## config.mk

```make
export PLATFORM = sky130hd
export DESIGN_NAME = serial_adder_ctrl
export DESIGN_NICKNAME = d
export VERILOG_FILES = /design/src/rtl/serial_adder_ctrl_pkg.sv /design/src/rtl/full_gate.sv /design/src/rtl/half_gate.sv /design/src/rtl/serial_adder_ctrl.sv
export SDC_FILE = /design/constraint.sdc
export NUM_CORES = 1
export LEC_CHECK = 0
export CORE_UTILIZATION = 41
export DETAILED_ROUTE_END_ITERATION = 8
export DONT_BUFFER_PORTS = 1
export GPL_TIMING_DRIVEN = 0
export SYNTH_ARGS = -nofsm -noshare
export SYNTH_HDL_FRONTEND = slang
export SYNTH_HIERARCHICAL = 1
export SYNTH_SLANG_ARGS = --single-unit
export TNS_END_PERCENT = 50
```

## constraint.sdc

```tcl
create_clock -name clk -period 1.35 [get_ports clk]
set_input_delay 0.405 -clock clk [delete_from_list [all_inputs] [get_ports clk]]
set_output_delay 0.405 -clock clk [all_outputs]
set_load 0.05 [all_outputs]
```

## src/rtl/serial_adder_ctrl_pkg.sv

```systemverilog
// ---------------------------------------------------------------------------
// serial_adder_ctrl_pkg : state encodings and default width for the serial adder
// Revision 1.0
// ---------------------------------------------------------------------------
`default_nettype none

package serial_adder_ctrl_pkg;

    localparam int DEFAULT_WIDTH = 8;

    typedef enum logic [1:0] {
        IDLE = 2'd0,
        RUN  = 2'd1,
        DONE = 2'd2
    } state_e;

endpackage : serial_adder_ctrl_pkg

`default_nettype wire

```

## src/rtl/full_gate.sv

```systemverilog
// ---------------------------------------------------------------------------
// full_gate : 1-bit full adder from two half adders and an OR of their carries
// Revision 1.0
// ---------------------------------------------------------------------------
`default_nettype none

module full_gate (
    input  logic a_i,
    input  logic b_i,
    input  logic c_i,
    output logic sum_o,
    output logic carry_o
);

    logic w_ab_sum;
    logic w_ab_carry;
    logic w_abc_carry;

    half_gate u_ha_ab (
        .a_i     (a_i),
        .b_i     (b_i),
        .sum_o   (w_ab_sum),
        .carry_o (w_ab_carry)
    );

    half_gate u_ha_abc (
        .a_i     (w_ab_sum),
        .b_i     (c_i),
        .sum_o   (sum_o),
        .carry_o (w_abc_carry)
    );

    assign carry_o = w_ab_carry | w_abc_carry;

endmodule : full_gate

`default_nettype wire

```

## src/rtl/half_gate.sv

```systemverilog
// ---------------------------------------------------------------------------
// half_gate : 1-bit half adder
// Revision 1.0
// ---------------------------------------------------------------------------
`default_nettype none

module half_gate (
    input  logic a_i,
    input  logic b_i,
    output logic sum_o,
    output logic carry_o
);

    assign sum_o   = a_i ^ b_i;
    assign carry_o = a_i & b_i;

endmodule : half_gate

`default_nettype wire

```

## src/rtl/serial_adder_ctrl.sv

```systemverilog
// ---------------------------------------------------------------------------
// serial_adder_ctrl : bit-serial LSB-first adder with IDLE/RUN/DONE control
// Revision 1.0
// ---------------------------------------------------------------------------
`default_nettype none

module serial_adder_ctrl
    import serial_adder_ctrl_pkg::*;
#(
    parameter int WIDTH = DEFAULT_WIDTH
) (
    input  logic             clk,
    input  logic             rst,
    input  logic             start,
    input  logic [WIDTH-1:0] inA,
    input  logic [WIDTH-1:0] inB,
    output logic             busy,
    output logic             done,
    output logic [WIDTH-1:0] outS,
    output logic             outC
);

    localparam int               CNT_W    = (WIDTH > 2) ? $clog2(WIDTH) : 1;
    localparam logic [CNT_W-1:0] CNT_LAST = CNT_W'(WIDTH - 1);

    state_e             state_q, state_d;
    logic [WIDTH-1:0]   a_q, a_d;
    logic [WIDTH-1:0]   b_q, b_d;
    logic [WIDTH-1:0]   res_q, res_d;
    logic               carry_q, carry_d;
    logic [CNT_W-1:0]   cnt_q, cnt_d;
    logic [WIDTH-1:0]   outs_q, outs_d;
    logic               outc_q, outc_d;

    logic               w_sum;
    logic               w_carry;
    logic [WIDTH-1:0]   w_res_next;

    full_gate u_full_gate (
        .a_i     (a_q[0]),
        .b_i     (b_q[0]),
        .c_i     (carry_q),
        .sum_o   (w_sum),
        .carry_o (w_carry)
    );

    // Sum bits enter at the MSB so the LSB-first stream ends up in place.
    assign w_res_next = {w_sum, res_q[WIDTH-1:1]};

    always_comb begin
        state_d = state_q;
        a_d     = a_q;
        b_d     = b_q;
        res_d   = res_q;
        carry_d = carry_q;
        cnt_d   = cnt_q;
        outs_d  = outs_q;
        outc_d  = outc_q;

        case (state_q)
            IDLE: begin
                if (start) begin
                    state_d = RUN;
                    a_d     = inA;
                    b_d     = inB;
                    res_d   = '0;
                    carry_d = 1'b0;
                    cnt_d   = '0;
                end
            end
            RUN: begin
                res_d   = w_res_next;
                a_d     = a_q >> 1;
                b_d     = b_q >> 1;
                carry_d = w_carry;
                cnt_d   = cnt_q + CNT_W'(1);
                if (cnt_q == CNT_LAST) begin
                    state_d = DONE;
                    cnt_d   = '0;
                    outs_d  = w_res_next;
                    outc_d  = w_carry;
                end
            end
            DONE: begin
                state_d = IDLE;
            end
            default: begin
                state_d = IDLE;
            end
        endcase
    end

    always_ff @(posedge clk) begin
        if (rst) begin
            state_q <= IDLE;
            a_q     <= '0;
            b_q     <= '0;
            res_q   <= '0;
            carry_q <= 1'b0;
            cnt_q   <= '0;
            outs_q  <= '0;
            outc_q  <= 1'b0;
        end else begin
            state_q <= state_d;
            a_q     <= a_d;
            b_q     <= b_d;
            res_q   <= res_d;
            carry_q <= carry_d;
            cnt_q   <= cnt_d;
            outs_q  <= outs_d;
            outc_q  <= outc_d;
        end
    end

    assign busy = (state_q == RUN);
    assign done = (state_q == DONE);
    assign outS = outs_q;
    assign outC = outc_q;

endmodule : serial_adder_ctrl

`default_nettype wire
```

* Word-level counts from Yosys, hierarchy flattened
Cells that the tools add are included.
** Storage, ports and cells
- Memory bits (writable) :: 0
- ROM bits :: 0
- Flip-flop bits (word level) :: 39
- Word-level logic and storage cells :: 38
- Output and inout bits :: 11
- Bits in latches :: 0
- Memories kept :: 0
** Cells by class
- Mux-type cells :: 14
- Bitwise gates (word level) :: 5
- Shift-type cells :: 0
- Reduce and logical (&&, ||, !) cells :: 5
- Multipliers :: 0
- Add/subtract/negate cells :: 1
- Divide/modulo/power cells :: 0
- Magnitude comparators :: 0
- Equal/unequal tests :: 5
** Operators by type and width (number)
- case mux 8 bit (2 select lines) :: 3
- 2-to-1 mux 8 bit :: 3
- 2-to-1 mux 3 bit :: 2
- case mux 3 bit (2 select lines) :: 1
- AND reduction 2 bit :: 3
- 2-to-1 mux 2 bit :: 2
- case mux 2 bit (2 select lines) :: 1
- adder 3 x 1 -> 3 bit (second input constant) :: 1
- == test 3 bit (second input constant) :: 1
- bitwise AND 1 bit :: 2
- == test 2 x 1 -> 1 bit (second input constant) :: 1
- == test 2 bit (second input constant) :: 1
- logical NOT 2 bit :: 1
- != test 2 x 1 -> 1 bit (second input constant) :: 1
- != test 2 bit (second input constant) :: 1
- case mux 1 bit (2 select lines) :: 1
- nonzero test 2 bit :: 1
- bitwise XOR 1 bit :: 2
- 2-to-1 mux 1 bit :: 1
- bitwise OR 1 bit :: 1

* Depth between registers and ports, before layout
Gate-level depths: netlist (run 1).
- Word-level depth :: 4
- Mapped depth :: 6
- Mapped depth without buffers :: 5

* By module
The synthesis (run 1) kept the hierarchy.
** By module, submodules not included
- serial_adder_ctrl :: area each 1622.8 sq um, cells an instance 161, instances 1
- half_gate :: area each 12.5 sq um, cells an instance 1, instances 2
- full_gate :: area each 6.3 sq um, cells an instance 1, instances 1

* Least setup slack after synthesis (run 1)
OpenSTA, ideal clock, no wires.
- Path type :: register -> output
- From :: reg state_q[0]
- To :: out done
- Setup slack :: -362 ps
- Arrival time :: 1307 ps
- Stages on the path, launching flop included :: 4
- Cells stage by stage :: dfxtp_1 > buf_6 > buf_12 > nor2b_1
** On the way
- Longest elaborated chain between the ends :: 1
** Ends and longest elaborated chain
- start: declaration :: RTL line serial_adder_ctrl.sv:26 : state_e state_q, state_d;
- start signal: assignment :: RTL line serial_adder_ctrl.sv:104 : state_q <= state_d;
- == test 2 bit :: RTL line serial_adder_ctrl.sv:116 : assign done = (state_q == DONE);
- end: declaration :: RTL line serial_adder_ctrl.sv:18 : output logic done,
No other way between the ends.

* Worst setup path in the final report (run 1)
- From :: reg state_q[1]
- To :: out done
The elaborated chain is that of the path after synthesis.

==> results.py, run 1 <==
metrics = {
    "yosys": {
        "avg_cell_area_syn_um2": 10.09,
        "syn_nets": 187,
        "warnings_synthesis": 6,
        "synth.ff_latch_count": 38,
        "post_synth_xor_area_fraction": 0,
        "mappedNetlistArea_mm2": 0.001654,
        "synth_cells": 164,
        "combinational_family_with_the_most_area_after_synthesis": "compound AO/OA/AOI/OAI gates",
        "synthDistinctLibCells": 26,
        "post_synth_fa_ha_maj_area_fraction": 0.03026,
        "synth_area_in_compound_gates": 0.2057,
        "seq_area_frac_synth": 0.4599,
        "yosys.area_share.simple": 0.1551,
        "synthMuxAreaShare": 0.07867,
    },
    "timing": {
        "totalNegativeSetupSlack_ns": -0.1850,
        "worst_clock_skew_ns": 0.005066,
        "fmax_mhz": 687.9,
        "unrepaired_setup_endpoints_after_global_routing": "yes",
        "fin_ws_ns": -0.1037,
        "timing_hold_violations_final": 0,
        "post-route-min-period_ns": 1.454,
        "layout_worst_path_cycle_share": 1.077,
        "timing_max_transition_violations_final": 0,
        "setup_viol": 2,
        "worst_tran_pin_value_ns": 0.6148,
        "slew_headroom": 0.5901,
    },
    "worst_setup_path": {
        "setup.worst_path.end_class": "primary output",
        "worst_ep_required_time_ns": 0.95,
        "worstPathMaxFanout": 4,
        "crit_path_start_kind": "flip-flop",
        "path_class": "flip-flop to primary output",
        "arrival_ns": 1.05,
    },
    "pwr": {
        "peakVddDrop_v": 0.0007237,
        "power-per-cell-area_mw_per_mm2": 1223,
        "total_leakage_power_uw": 0.0007554,
    },
    "global_routing": {
        "grt_antenna_before_repair": 0,
        "maximum_number_of_pins_on_one_net_before_global_route_repair": 13,
        "globalRouteTotalUtil": 0.1789,
        "first_global_vias": 1174,
        "grt_first_pass_wirelength_um": 5602,
        "global_route.overflow_total": 0,
    },
    "placed_design": {
        "post-dp-hpwl_um": 2254,
        "io_buffer_count": 0,
        "pre_cts_slack_ns": -0.03143,
        "post_dp_cell_area_mm2": 0.001722,
        "numPlacedInstances": 212,
        "routabilityCongestion": 0.7089,
    },
    "final_layout": {
        "mostFrequentLayoutCell": "sky130_fd_sc_hd__nor2_1",
        "mostFrequentLayoutCells": "sky130_fd_sc_hd__nor2_1, sky130_fd_sc_hd__dfxtp_1, sky130_fd_sc_hd__nand2_1",
        "filler_cell_count": 332,
        "nNetsFinal": 200,
        "area.growth.synth_to_final_pct": 20.05,
        "final_layout_size_suffix_gt1_frac": 0.3652,
        "instances_no_fill": 226,
        "finalInstanceArea_mm2": 0.001986,
        "final_design_utilization": 0.5265,
        "antennaDiodeCount": 0,
    },
    "drt": {
        "detail_route.vias_per_cell": 5.354,
        "drt_wl_total_um": 3329,
        "drt_first_pass_iters": 4,
        "vias": 1210,
        "antenna_left": 0,
        "route.detailed.drc": 0,
        "initialDrtViolationCount": 36,
        "wire_per_inst_um": 14.73,
    },
    "outcome": {
        "violations": "negative setup slack",
        "status": "finished with violations",
    },
    "min_path": {
        "worstHoldPathType": "primary input to flip-flop",
    },
    "clock_network": {
        "cts_tree": "done",
        "ctsRootBufferMaster": "sky130_fd_sc_hd__clkbuf_8",
        "cts_hold_repair.buffers": 0,
        "h_tree_depth": 2,
        "cts-buffers-inserted": 5,
        "path_clk_slew_ns": 0.07,
        "cts.sinks": 38,
        "clock_latency_ns": 0.29,
        "clock_path_buffers": 2,
    },
    "floorplanning": {
        "dieHeight_um": 65.52,
        "die_w_um": 65.52,
        "fp.dieArea_mm2": 0.004292,
        "floorplan.rows": 22,
        "floorplan.initialDensity": 0.4386,
        "design.portCount": 30,
        "core_area_mm2": 0.003771,
    },
    "job": {
        "total_of_max_cap_violations": 0,
    },
}
-- synthesized netlist by cell type (all sizes together) --
cell type  number  area [um2]
a2111oi         2       30.03
a211oi         12       150.1
a21oi           9       45.04
a22oi          13       97.59
and3b           1       8.760
buf            10       97.59
clkbuf          3       11.26
dfxtp          38       760.7
ha              4       50.05
inv             2       7.510
mux2i          13       130.1
nand2          18       67.56
nand3b          1       11.26
nor2           28       105.1
nor2b           2       15.02
nor3            1       5.000
nor3b           2       20.02
nor4b           2       17.52
o21ba           1       10.01
o21bai          1       7.510
or2             1       6.260
-- metal layers --
| layer | wire [um] | global-route usage |
|---|---|---|
| met1 | 1496 | 0.2195 |
| met2 | 1622 | 0.2809 |
| met3 | 175 | 0.06076 |
| met4 | 35 | 0.08152 |
| met5 | 0 | 0 |
-- timing repair --
| item | CTS | global route |
|---|---|---|
| hold endpoints to repair | 0 | 0 |
| setup endpoints to repair | 13 | 30 |
| gates resized for setup | 14 | 22 |
| pin swaps | 0 | 2 |
| buffers inserted | 6 | 0 |
| cloned | 1 | 0 |
-- flip-flops by register name (all words and copies together) (netlist names) --
| signal | cells |
|---|---|
| a_q | 8 |
| b_q | 8 |
| carry_q | 1 |
| cnt_q | 3 |
| outC | 1 |
| outS | 8 |
| res_q | 7 |
| state_q | 2 |
-- where the power goes --
part           internal [uW]  switching [uW]  leakage (uW)
clock network            543             390     0.0000579
logic                    138             155      0.000380
registers               1170            31.2      0.000317
total                   1850             576      0.000755
-- final timing paths --
check                   from       to  slack [ns]  depth (start not counted)
setup / recovery  state_q[1]     done       -0.10                          2
hold / removal        inA[7]   a_q[7]        0.28                          2
setup reg to reg      a_q[0]  carry_q        0.04                          5
hold reg to reg     res_q[1]  outS[0]        0.46                          2
-- final cells by class --
type                    instances  area [um2]  area share
plain buffers                  12       120.1     0.06049
clock buffers                   5       68.82     0.03466
clock inverters                 3       40.04     0.02016
inverters                       2       7.507    0.003781
multi-input cells             111       859.6      0.4329
flip-flops and latches         38       779.5      0.3926
well taps                      48       60.06     0.03025
repair buffers                  7       50.05     0.02520
-- logic make-up after synthesis --
group | count (synthesis)
AND/OR/NAND/NOR | 56
flip-flops | 38
AO/OA/AOI/OAI | 38
buffers and inverters | 15
multiplexers | 13
adder cells (fa/ha/maj) | 4
-- per-stage QoR --
stage	power, uW	hold slack (ns)
6_report	2429	0.2835
2_1_floorplan	1436	0.4316
5_1_grt	2548	0.2861
3_3_place_gp	1474	0.4490
3_5_place_dp	1485	0.4513
4_1_cts	2442	0.2710
-- critical path: stages (launching register included) --
cell	delay, ns
sky130_fd_sc_hd__dfxtp_2	0.33
sky130_fd_sc_hd__buf_6	0.11
sky130_fd_sc_hd__nor2b_4	0.33
No activity file was read; power rests on OpenSTA's default activity.
==> run 2, diff against run 1 <==
--- a/config.mk
+++ b/config.mk
@@ -8,7 +8,7 @@
 export CORE_UTILIZATION = 41
 export DETAILED_ROUTE_END_ITERATION = 8
 export DONT_BUFFER_PORTS = 1
-export GPL_TIMING_DRIVEN = 0
+export SLEW_MARGIN = 5
 export SYNTH_ARGS = -nofsm -noshare
 export SYNTH_HDL_FRONTEND = slang
 export SYNTH_HIERARCHICAL = 1
==> results.py, run 2 (same netlist as run 1, synthesis figures left out) <==
metrics = {
    "placed_design": {
        "io_buffer_count": 0,
        "post-dp-hpwl_um": 2095,
        "routabilityCongestion": 0.7025,
        "numPlacedInstances": 215,
        "pre_cts_slack_ns": -0.04222,
    },
    "outcome": {
        "status": "finished with violations",
        "violations": "negative setup slack",
    },
    "worst_setup_path": {
        "terminus_of_the_critical_flop_to_flop_path": "carry_q",
        "worst_ep_required_time_ns": 0.95,
        "worstPathMaxFanout": 4,
        "arrival_ns": 1.06,
        "setup.worst_path.end_class": "primary output",
        "timing.reg2reg.worst_path_depth": 5,
        "r2r-start": "b_q[0]",
        "worst-r2r-setup-slack_ns": 0.03,
        "path_class": "flip-flop to primary output",
        "crit_path_start_kind": "flip-flop",
    },
    "floorplanning": {
        "core_area_mm2": 0.003771,
        "dieHeight_um": 65.52,
        "die_w_um": 65.52,
        "design.portCount": 30,
        "floorplan.rows": 22,
        "fp.dieArea_mm2": 0.004292,
        "floorplan.initialDensity": 0.4386,
    },
    "timing": {
        "fmax_mhz": 681.9,
        "timing_hold_violations_final": 0,
        "post-route-min-period_ns": 1.467,
        "slew_headroom": 0.7424,
        "worst_clock_skew_ns": 0.008651,
        "unrepaired_setup_endpoints_after_global_routing": "yes",
        "worst_tran_pin_value_ns": 0.3810,
        "setup_viol": 2,
        "layout_worst_path_cycle_share": 1.086,
        "fin_ws_ns": -0.1165,
        "timing_max_transition_violations_final": 0,
    },
    "final_layout": {
        "final_layout_size_suffix_gt1_frac": 0.3204,
        "regArea_um2": 773.2,
        "mostFrequentLayoutCells": "sky130_fd_sc_hd__dfxtp_1, sky130_fd_sc_hd__nor2_1, sky130_fd_sc_hd__nand2_1",
        "multiInputGateArea_um2": 859.6,
        "instances_no_fill": 229,
        "final_design_utilization": 0.5342,
        "area.growth.synth_to_final_pct": 21.79,
        "nNetsFinal": 203,
        "antennaDiodeCount": 0,
        "filler_cell_count": 347,
        "mostFrequentLayoutCell": "sky130_fd_sc_hd__dfxtp_1",
    },
    "clock_network": {
        "cts-buffers-inserted": 5,
        "ctsRootBufferMaster": "sky130_fd_sc_hd__clkbuf_8",
        "cts.sinks": 38,
        "path_clk_slew_ns": 0.08,
        "cts_tree": "done",
        "clock_path_buffers": 2,
        "h_tree_depth": 2,
        "clock_latency_ns": 0.29,
    },
    "min_path": {
        "hold_start": "rst",
        "hold_path_end": "b_q[4]",
        "min_delay_path_depth": 1,
        "worstHoldPathType": "primary input to flip-flop",
    },
    "drt": {
        "drt_wl_total_um": 3239,
        "antenna_left": 0,
        "initialDrtViolationCount": 55,
        "drt_first_pass_iters": 4,
        "wire_per_inst_um": 14.14,
        "detail_route.vias_per_cell": 5.271,
        "vias": 1207,
        "route.detailed.drc": 0,
    },
    "global_routing": {
        "grt_first_pass_wirelength_um": 5244,
        "global_route.overflow_total": 0,
        "maximum_number_of_pins_on_one_net_before_global_route_repair": 39,
        "grt_antenna_before_repair": 0,
        "globalRouteTotalUtil": 0.1631,
        "first_global_vias": 1162,
    },
    "pwr": {
        "total_power_uw": 2405,
        "peakVddDrop_v": 0.0007916,
        "power-per-cell-area_mw_per_mm2": 1194,
        "total_leakage_power_uw": 0.0007806,
    },
    "job": {
        "total_of_max_cap_violations": 0,
    },
}
==> run 2: cell count changes in the layout (fill, tap and decap cells not counted), sizes merged <==
| cell | delta |
|---|---|
| and3b | +1 |
| clkinv | -2 |
| buf | +4 |
| clkbuf | -1 |
| clkinvlp | +1 |
==> run 2: final cells by class <==
type	count	share of cell area
Clock buffer	6	0.03602
Sequential cell	38	0.3839
Timing Repair Buffer	21	0.1012
Tap cell	48	0.02981
Clock inverter	2	0.01863
Inverter	2	0.003727
Multi-Input combinational cell	112	0.4267
==> run 2: metrics by stage <==
stage	hold WS, ns	area, um2	TNS [ns]
6_report	0.1633	2014	-0.1954
3_3_place_gp	0.4463	1758	-0.002877
5_1_grt	0.1473	2014	-0.2766
4_1_cts	0.1506	1916	-0.2223
3_5_place_dp	0.4476	1758	-0.1379
2_1_floorplan	0.4316	1662	0
==> run 2: routing by layer <==
metal	up-vias	share of wire	global-route usage
met1	574	0.44	0.1871
met2	21	0.49	0.2771
met5	-	0	0
met4	0	0.016	0.07065
met3	6	0.047	0.05035
li1	606	-	-
==> run 2: worst max path at each step <==
stage | from | to | slack (ns)
after floorplan | a_q[0] | carry_q | 0.04
after global placement | b_q[0] | carry_q | -0.003
after detailed placement | a_q[0] | carry_q | -0.04
after CTS | state_q[0] | done | -0.12
after global routing | state_q[0] | done | -0.15
final | state_q[0] | done | -0.12
==> run 2: what timing repair did <==
action / CTS / global route
pin swaps: 2 / 5
hold endpoints to repair: 0 / 0
hold buffers: 0 / 0
endpoints found under the setup margin: 12 / 17
setup buffers: 2 / 2
resized for setup: 10 / 10
gates cloned: 0 / 2
==> run 2: worst max-delay path, cell delays in order (launching register included) <==
cell and delay [ns]:
sky130_fd_sc_hd__dfxtp_4 0.36, sky130_fd_sc_hd__buf_6 0.12, sky130_fd_sc_hd__nor2b_4 0.29
==> run 2: where the power goes <==
| group | leakage (uW) | switching [uW] | internal (uW) |
|---|---|---|---|
| clock | 0.0000514 | 388 | 551 |
| combinational | 0.000416 | 131 | 138 |
| sequential | 0.000313 | 29.9 | 1170 |
==> run 3, diff against run 2 <==
--- a/config.mk
+++ b/config.mk
@@ -8,6 +8,7 @@
 export CORE_UTILIZATION = 41
 export DETAILED_ROUTE_END_ITERATION = 8
 export DONT_BUFFER_PORTS = 1
+export PLACE_DENSITY_LB_ADDON = 0.2
 export SLEW_MARGIN = 5
 export SYNTH_ARGS = -nofsm -noshare
 export SYNTH_HDL_FRONTEND = slang
==> results.py, run 3 (same netlist as run 1, synthesis figures left out) <==
metrics = {
    "final_layout": {
        "antennaDiodeCount": 0,
        "area.growth.synth_to_final_pct": 20.27,
        "mostFrequentLayoutCells": "sky130_fd_sc_hd__dfxtp_1, sky130_fd_sc_hd__nor2_1, sky130_fd_sc_hd__nand2_1",
        "finalInstanceArea_mm2": 0.001989,
        "final_layout_size_suffix_gt1_frac": 0.3111,
        "mostFrequentLayoutCell": "sky130_fd_sc_hd__dfxtp_1",
        "nNetsFinal": 202,
    },
    "outcome": {
        "status": "finished with violations",
        "violations": "negative setup slack",
    },
    "worst_setup_path": {
        "crit_path_start_kind": "flip-flop",
        "setup.worst_path.end_class": "primary output",
        "largest_stage_delay_worst_path_ns": 0.40,
        "arrival_ns": 1.03,
        "cp_top_family": "flip-flops",
        "worst-path-stages": 1,
        "crit_path_top_delay_cell": "sky130_fd_sc_hd__dfxtp_4",
        "worstPathMaxFanout": 8,
        "timing.reg2reg.worst_path_depth": 5,
        "path_cells": "nor2b_4",
        "total_buffers_and_inverters_traversed_by_the_critical_path": 0,
        "path_class": "flip-flop to primary output",
        "worst_ep_required_time_ns": 0.95,
    },
    "clock_network": {
        "h_tree_depth": 2,
        "path_clk_slew_ns": 0.07,
        "cts-buffers-inserted": 5,
        "ctsRootBufferMaster": "sky130_fd_sc_hd__clkbuf_8",
        "clock_path_buffers": 2,
        "cts_tree": "done",
        "cts.sinks": 38,
        "clock_latency_ns": 0.28,
        "cts_hold_repair.buffers": 0,
    },
    "global_routing": {
        "grt_antenna_before_repair": 0,
        "first_global_vias": 1182,
        "grt_use_met1": 0.2075,
        "grt.met3_usage": 0.05208,
        "gr-usage-met2": 0.2655,
        "maximum_number_of_pins_on_one_net_before_global_route_repair": 39,
        "globalRouteTotalUtil": 0.1675,
        "top_usage_layer": "met2",
        "global_route.overflow_total": 0,
        "grt_first_pass_wirelength_um": 5368,
    },
    "min_path": {
        "worstHoldPathType": "primary input to flip-flop",
        "min_delay_path_depth": 1,
    },
    "pwr": {
        "peakVddDrop_v": 0.0008099,
        "power-per-cell-area_mw_per_mm2": 1137,
        "power_report.internal_total_uw": 1723,
        "sequential_fraction_of_design_power": 0.530,
        "total_leakage_power_uw": 0.0007823,
        "netSwitchingFraction": 0.2379,
        "total_power_uw": 2261,
        "combPwrFrac": 0.121,
        "switching_power_uw": 537.8,
        "power.clock.fraction": 0.349,
    },
    "timing": {
        "fin_ws_ns": -0.08628,
        "worst_tran_pin_value_ns": 0.3387,
        "layout_worst_path_cycle_share": 1.064,
        "fmax_mhz": 696.2,
        "timing_max_transition_violations_final": 0,
        "timing_hold_violations_final": 0,
        "setup_viol": 2,
        "unrepaired_setup_endpoints_after_global_routing": "yes",
        "slew_headroom": 0.7710,
        "post-route-min-period_ns": 1.436,
        "worst_clock_skew_ns": 0.002514,
    },
    "floorplanning": {
        "floorplan.initialDensity": 0.4386,
        "fp.dieArea_mm2": 0.004292,
        "die_w_um": 65.52,
        "dieHeight_um": 65.52,
        "floorplan.rows": 22,
        "design.portCount": 30,
        "core_area_mm2": 0.003771,
    },
    "drt": {
        "detail_route.vias_per_cell": 5.311,
        "route.detailed.drc": 0,
        "vias": 1211,
        "drt_first_pass_iters": 4,
        "antenna_left": 0,
        "drt_wl_total_um": 3274,
        "initialDrtViolationCount": 52,
        "wire_per_inst_um": 14.36,
    },
    "placed_design": {
        "post-dp-hpwl_um": 2085,
        "routabilityCongestion": 0.6895,
        "post_dp_cell_area_mm2": 0.001758,
        "io_buffer_count": 0,
    },
    "job": {
        "total_of_max_cap_violations": 0,
    },
}
run 3: power by group through the flow:
stage          clock network, uW  logic [uW]  registers [uW]
2_1_floorplan                  0         221            1210
3_3_place_gp                   0         222            1220
5_1_grt                      855         300            1200
4_1_cts                      813         259            1200
6_report                     789         273            1200
3_5_place_dp                   0         229            1220
run 3: layer usage:
layer  share of wire  wire [um]
met4           0.012         40
met3           0.049        161
met2            0.47       1526
met1            0.47       1546
met5               0          0
run 3: path summary, 6_finish.rpt:
check | endpoint | start | slack (ns)
max reg2reg | carry_q | b_q[0] | 0.04
min reg2reg | outS[0] | outS[0] | 0.45
max | done | state_q[1] | -0.09
min | b_q[4] | rst | 0.18
run 3: metrics by stage:
step / std cells / hold WS [ns] / setup slack (ns) / util / TNS (ns)
4_1_cts: 227 / 0.1689 / -0.09190 / 0.5090 / -0.1694
2_1_floorplan: 164 / 0.4316 / 0.03889 / - / 0
3_3_place_gp: 215 / 0.4453 / -0.00005718 / 0.4662 / -0.00005718
3_5_place_dp: 215 / 0.4485 / -0.02510 / 0.4662 / -0.1324
5_1_grt: 228 / 0.1585 / -0.1179 / 0.5275 / -0.2218
6_report: 228 / 0.1774 / -0.08628 / 0.5275 / -0.1425
run 3: cell type report:
class / instances / area (um2)
fillers: 370 / 1782
clock buffers: 7 / 86.33
clock inverters: 1 / 5.005
well taps: 48 / 60.06
multi-input cells: 112 / 858.3
flip-flops and latches: 38 / 768.2
inverters: 2 / 7.507
repair buffers: 20 / 203.9
run 3: timing repair:
item / CTS / global route
pin swaps: 0 / 4
cloned: 1 / 1
endpoints found under the setup margin: 12 / 18
resized for setup: 6 / 11
setup buffers: 3 / 0
